### src/rtl/sram_arb_pkg.sv
// Shared types and constants for the SRAM/ROM arbiter.
// Latency: n/a (declarations only).
// Backpressure: n/a.
package sram_arb_pkg;

    localparam int SRAM_ARB_CNT_W          = 4;
    localparam int SRAM_ARB_ACCESS_CYC_DEF = 2;

    typedef enum logic [2:0] {
        IDLE,
        RD,
        WR,
        WR_REC,
        DONE
    } sram_arb_state_t;

endpackage

### src/rtl/sram_arb_cache.sv
// Single-entry read cache: holds the last SRAM read address/data for the CPU port.
// Latency: hit is combinational on lookup_addr; fill/invalidate take effect next cycle.
// Backpressure: none; invalidate wins over a same-cycle fill.
//
// Ports: clk_sys/reset (async, active-high); lookup_addr -> hit/hit_data;
//        fill + fill_addr/fill_data load the entry; invalidate clears valid.
module sram_arb_cache #(
    parameter int ADDR_W = 19
) (
    input  logic              clk_sys,
    input  logic              reset,
    input  logic [ADDR_W-1:0] lookup_addr,
    input  logic              fill,
    input  logic [ADDR_W-1:0] fill_addr,
    input  logic [7:0]        fill_data,
    input  logic              invalidate,
    output logic              hit,
    output logic [7:0]        hit_data
);

    logic              valid;
    logic [ADDR_W-1:0] tag;
    logic [7:0]        data;

    always_ff @(posedge clk_sys or posedge reset) begin
        if (reset) begin
            valid <= 1'b0;
            tag   <= '0;
            data  <= '0;
        end else if (invalidate) begin
            valid <= 1'b0;
        end else if (fill) begin
            valid <= 1'b1;
            tag   <= fill_addr;
            data  <= fill_data;
        end
    end

    assign hit      = valid && (tag == lookup_addr);
    assign hit_data = data;

endmodule

### src/rtl/sram_rom_arbiter.sv
// Arbiter/sequencer sharing an async SRAM between ROM download writes and CPU reads.
// Latency: read ack n+ACCESS_CYC+1, write ack n+ACCESS_CYC+2 (cache hit: n+1).
// Backpressure: level req held until one-cycle ack; download wins, CPU waits while dl_active.
//
// Ports: clk_sys/reset (async, active-high); dl_* download write port; cpu_* read port;
//        sram_* registered SRAM pins (tristate lives in the top level).
// Option: define SRAM_ARB_CACHE_EN for a single-entry CPU read cache.
module sram_rom_arbiter
    import sram_arb_pkg::*;
#(
    parameter int                ADDR_W     = 19,
    parameter int                CPU_W      = 16,
    parameter logic [ADDR_W-1:0] CPU_BASE   = '0,
    parameter int                ACCESS_CYC = SRAM_ARB_ACCESS_CYC_DEF
) (
    input  logic              clk_sys,
    input  logic              reset,
    input  logic              dl_active,
    input  logic              dl_req,
    input  logic [ADDR_W-1:0] dl_addr,
    input  logic [7:0]        dl_wdata,
    output logic              dl_ack,
    input  logic              cpu_req,
    input  logic [CPU_W-1:0]  cpu_addr,
    output logic [7:0]        cpu_rdata,
    output logic              cpu_ack,
    output logic [ADDR_W-1:0] sram_addr_o,
    output logic [7:0]        sram_data_o,
    output logic              sram_data_oe,
    input  logic [7:0]        sram_data_i,
    output logic              sram_we_n_o,
    output logic              sram_oe_n_o
);

    // Counter holds remaining strobe cycles minus one; zero marks the last cycle.
    localparam logic [SRAM_ARB_CNT_W-1:0] CNT_LOAD = SRAM_ARB_CNT_W'(ACCESS_CYC - 1);

    sram_arb_state_t            state, state_n;
    logic [SRAM_ARB_CNT_W-1:0]  cnt, cnt_n;
    logic [ADDR_W-1:0]          addr_n;
    logic [7:0]                 wdata_n;
    logic [7:0]                 rdata_n;
    logic [ADDR_W-1:0]          cpu_sram_addr;
    logic                       cache_hit;
    logic [7:0]                 cache_data;

    // Zero-extend then add; the sum wraps inside the SRAM address space.
    assign cpu_sram_addr = ADDR_W'(cpu_addr) + CPU_BASE;

`ifdef SRAM_ARB_CACHE_EN
    logic dl_active_q;
    logic cache_fill;
    logic cache_inval;

    always_ff @(posedge clk_sys or posedge reset) begin
        if (reset) dl_active_q <= 1'b0;
        else       dl_active_q <= dl_active;
    end

    // Fill on the cycle the SRAM data is captured; sram_addr_o still holds the read address.
    assign cache_fill  = (state == RD) && (cnt == '0);
    assign cache_inval = ((state == IDLE) && dl_req) || (dl_active && !dl_active_q);

    sram_arb_cache #(
        .ADDR_W (ADDR_W)
    ) u_cache (
        .clk_sys     (clk_sys),
        .reset       (reset),
        .lookup_addr (cpu_sram_addr),
        .fill        (cache_fill),
        .fill_addr   (sram_addr_o),
        .fill_data   (sram_data_i),
        .invalidate  (cache_inval),
        .hit         (cache_hit),
        .hit_data    (cache_data)
    );
`else
    assign cache_hit  = 1'b0;
    assign cache_data = 8'h00;
`endif

    always_comb begin
        state_n = state;
        cnt_n   = cnt;
        addr_n  = sram_addr_o;
        wdata_n = sram_data_o;
        rdata_n = cpu_rdata;
        case (state)
            IDLE: begin
                if (dl_req) begin
                    state_n = WR;
                    cnt_n   = CNT_LOAD;
                    addr_n  = dl_addr;
                    wdata_n = dl_wdata;
                end else if (cpu_req && !dl_active) begin
                    addr_n = cpu_sram_addr;
                    if (cache_hit) begin
                        state_n = DONE;
                        rdata_n = cache_data;
                    end else begin
                        state_n = RD;
                        cnt_n   = CNT_LOAD;
                    end
                end
            end
            RD: begin
                if (cnt == '0) begin
                    state_n = DONE;
                    rdata_n = sram_data_i;
                end else begin
                    cnt_n = cnt - 1'b1;
                end
            end
            WR: begin
                if (cnt == '0) state_n = WR_REC;
                else           cnt_n   = cnt - 1'b1;
            end
            WR_REC:  state_n = DONE;
            DONE:    state_n = IDLE;
            default: state_n = IDLE;
        endcase
    end

    // Strobes and acks are registered from next-state so the pins never see a
    // combinational path from the request inputs.
    always_ff @(posedge clk_sys or posedge reset) begin
        if (reset) begin
            state        <= IDLE;
            cnt          <= '0;
            sram_addr_o  <= '0;
            sram_data_o  <= '0;
            sram_data_oe <= 1'b0;
            sram_we_n_o  <= 1'b1;
            sram_oe_n_o  <= 1'b1;
            cpu_rdata    <= '0;
            dl_ack       <= 1'b0;
            cpu_ack      <= 1'b0;
        end else begin
            state        <= state_n;
            cnt          <= cnt_n;
            sram_addr_o  <= addr_n;
            sram_data_o  <= wdata_n;
            cpu_rdata    <= rdata_n;
            sram_oe_n_o  <= (state_n != RD);
            sram_we_n_o  <= (state_n != WR);
            sram_data_oe <= (state_n == WR) || (state_n == WR_REC);
            dl_ack       <= (state_n == DONE) && (state == WR_REC);
            cpu_ack      <= (state_n == DONE) && ((state == RD) || (state == IDLE));
        end
    end

endmodule
### config.mk
export PLATFORM = sky130hd
export DESIGN_NAME = sram_rom_arbiter
export DESIGN_NICKNAME = d
export VERILOG_FILES = /design/src/rtl/sram_arb_pkg.sv /design/src/rtl/sram_arb_cache.sv /design/src/rtl/sram_rom_arbiter.sv
export SDC_FILE = /design/constraint.sdc
export NUM_CORES = 1
export LEC_CHECK = 0
export CAP_MARGIN = 5
export CORE_UTILIZATION = 40
export DETAILED_ROUTE_END_ITERATION = 6
export PLACE_DENSITY = 0.86
export SLEW_MARGIN = 20
export SYNTH_ARGS = -nofsm -noshare
export SYNTH_HDL_FRONTEND = slang
export SYNTH_HIERARCHICAL = 1
export SYNTH_SLANG_ARGS = --single-unit
### constraint.sdc
create_clock -name clk_sys -period 1.8 [get_ports clk_sys]
set_input_delay 0.36 -clock clk_sys [delete_from_list [all_inputs] [get_ports clk_sys]]
set_output_delay 0.36 -clock clk_sys [all_outputs]
set_load 0.02 [all_outputs]
==> qor.yml <==
yosys:
  synth_seq_cells: 47
  synth.area.top_cells: "dfrtp_1, mux2_2, mux2i_1"
  synth.top_cell.area_share_pct: 55.5
  yosysTopAreaCell: "dfrtp_1"
  yosysUniqueCellTypes: 30
  avgSynthCellArea_sq_um: 12.2
  ys.warnings.count: 6
  syn_nets: 224
  synth_cells: 167
  syn_area_sq_um: 2030
  synth-seq-area-share_pct: 58.0
clocking:
  root_buffer: "clkbuf_8"
  cts_made_buffers: 5
  clockBufferDepth: 2
  clock-sinks: 47
  ctsHoldBuffers: 0
  htree_levels: 2
  cts.clk_slew.worst_paths_ns: 0.09
  tritoncts: "yes"
  clock_latency_ns: 0.30
timing:
  fmax_mhz: 569
  setup_viol: 0
  slew_headroom_pct: 71.6
  layout_setup_ws_ns: 0.0422
  whs_ns: 0.343
  period_minus_slack_ns: 1.76
  hold_viol: 0
  rsz0062_at_grt: "false"
  finalClockSkew_ns: 0.0120
  drv_slew: 0
  period_share_pct: 97.7
  tightest_slew_ns: 0.427
  tns_ns: 0
power_and_ir_drop:
  leakagePower_nw: 1.40
  ir_drop_v: 0.000869
  p_total_mw: 5.34
  pwr_density_cell_nw_per_um2: 1670
final_layout:
  nNetsFinal: 325
  n_fill_cell: 407
  syn_to_final_growth_pct: 57.5
  diodes: 0
  layout-drive-gt1-share_pct: 15.6
  fin_util_pct: 66.4
floorplanning:
  coreArea_sq_um: 4820
  rows: 25
  dieWidth_um: 73.3
  start_util_pct: 42.2
  io_pins: 96
  die_area_sq_um: 5370
  die_y_um: 73.3
hold_path:
  min_path_type: "in -> async"
place:
  gp_congestion: 0.739
  hpwl_um: 3550
  pre_cts_slack_ns: 0.0103
  portBuffers: 95
drt:
  wirelength_um: 4660
  ant_nets: 0
  drt-initial-drc-count: 90
  firstDrtPassIters: 4
  wl_per_cell_um: 13.9
  num_vias: 1574
  drc_errors: 0
  routed_via_density: 4.68
critical_path:
  required_ns: 1.98
  cp-start-kind: "register"
  path_cells: "nor3_2 > and2_1 > mux2_2"
  r2r_cells: 3
  crit_path_max_incr_delay_ns: 0.54
  timing.rr.start: "state[1]"
  rrSetupSlack_ns: 0.04
  cp-end-kind: "register"
  worst_path_max_delay_cell: "dfrtp_1"
  critPathKind: "reg -> reg"
  worst_ep_arrival_time_ns: 1.94
  timing.rr.end: "sram_data_o[1]"
  cp_max_fo: 9
global_routing:
  antenna_found_initial: 0
  grt_max_degree: 33
  grt_pass1_vias: 1581
  gr-usage-all-layers_pct: 18.9
  grt_overflow: 0
  grt_pass1_wl_um: 7520
outcome:
  outcome: "finished, final reports clean"
flow_run:
  maxCapViolCount: 0
## cells in the mapped netlist (all sizes together)
| cell | n |
|---|---|
| a2111oi | 1 |
| a21o | 1 |
| a21oi | 3 |
| a22o | 3 |
| a41oi | 1 |
| and2 | 1 |
| buf | 5 |
| clkbuf | 4 |
| dfrtp | 45 |
| dfstp | 2 |
| ha | 1 |
| inv | 7 |
| mux2 | 17 |
| mux2i | 16 |
| nand2 | 19 |
| nand2b | 1 |
| nand3 | 1 |
| nor2 | 4 |
| nor2b | 5 |
| nor3 | 7 |
| nor4 | 1 |
| o21ai | 20 |
| or4 | 1 |
| xor2 | 1 |
## worst max-delay path by stage
stage | start | to
floorplan | cnt[0] | cpu_rdata[0]
finish | state[1] | sram_data_o[1]
detailed placement | cpu_req | state[0]
global route | state[1] | sram_data_o[1]
CTS | sram_oe_n_o | sram_oe_n_o
global placement | dl_req | cnt[2]
## cells by family after synthesis
logic type / synth area share [%]
flops: 58.0
buf+inv: 4.07
xor+xnor: 1.36
mux: 17.3
compound gates: 8.38
fa+ha+maj: 0.616
simple gates: 10.2
## through the flow
step | cell area, sq um | std cells
2_1_floorplan | 2030 | 167
3_3_place_gp | 3090 | 328
3_5_place_dp | 3090 | 328
4_1_cts | 3190 | 336
5_1_grt | 3200 | 336
6_report | 3200 | 336
## cells in the final DEF (no fill, tap or decap), drive strengths merged
cell           netlist  final
or4                  1      1
clkbuf               4      6
inv                  7      7
ha                   1      1
nor2                 4      4
nand3                1      1
buf                  5      8
nand2b               1      1
and2                 1      1
a21o                 1      1
mux2i               16     16
nor2b                5      5
dfrtp               45     45
a41oi                1      1
nand2               19     19
clkinvlp             0      1
dfstp                2      2
xor2                 1      1
a2111oi              1      1
o21ai               20     20
mux2                17     17
clkinv               0      1
a21oi                3      3
clkdlybuf4s50        0     93
a22o                 3      3
nor3                 7      7
dlymetal6s2s         0      2
nor4                 1      1
## what timing repair did
item / CTS / global route
setup endpoints to repair: 0 / 2
resized for setup: 0 / 2
setup buffers: 0 / 0
## state kept, by name, indices dropped and copies added (netlist names)
register / flops
cpu_rdata: 8
sram_we_n_o: 1
dl_ack: 1
cpu_ack: 1
cnt: 4
sram_data_o: 8
sram_data_oe: 1
state: 3
sram_oe_n_o: 1
sram_addr_o: 19
## where the power goes
group          switching [mW]  total, mW  leakage (nW)  internal [mW]
clock network           0.353      0.667        0.0474          0.314
registers               0.321       1.90         0.573           1.58
logic                    1.36       2.78         0.781           1.41
total                    2.04       5.34          1.40           3.31
## per-layer routing
| layer | wire (um) | track usage [%] |
|---|---|---|
| met5 | 0 | 0 |
| met2 | 2550 | 33.1 |
| met4 | 38 | 5.88 |
| met3 | 248 | 5.76 |
| met1 | 1830 | 22.1 |
## layout make-up
| class | instances | area, sq um | area share (%) |
|---|---|---|---|
| Clock buffer | 6 | 82.6 | 2.58 |
| Clock inverter | 2 | 16.3 | 0.509 |
| Inverter | 7 | 26.3 | 0.822 |
| Multi-Input combinational cell | 104 | 769 | 24.1 |
| Sequential cell | 47 | 1180 | 36.9 |
| Tap cell | 67 | 83.8 | 2.62 |
| Timing Repair Buffer | 103 | 1040 | 32.6 |
## critical path, delay by kind of cell (launching register included)
family,cells,cell delay (ns)
DFF,1,0.54
muxes,1,0.38
and+or+nand+nor,2,0.72
Power figures use the tool's default switching activity.
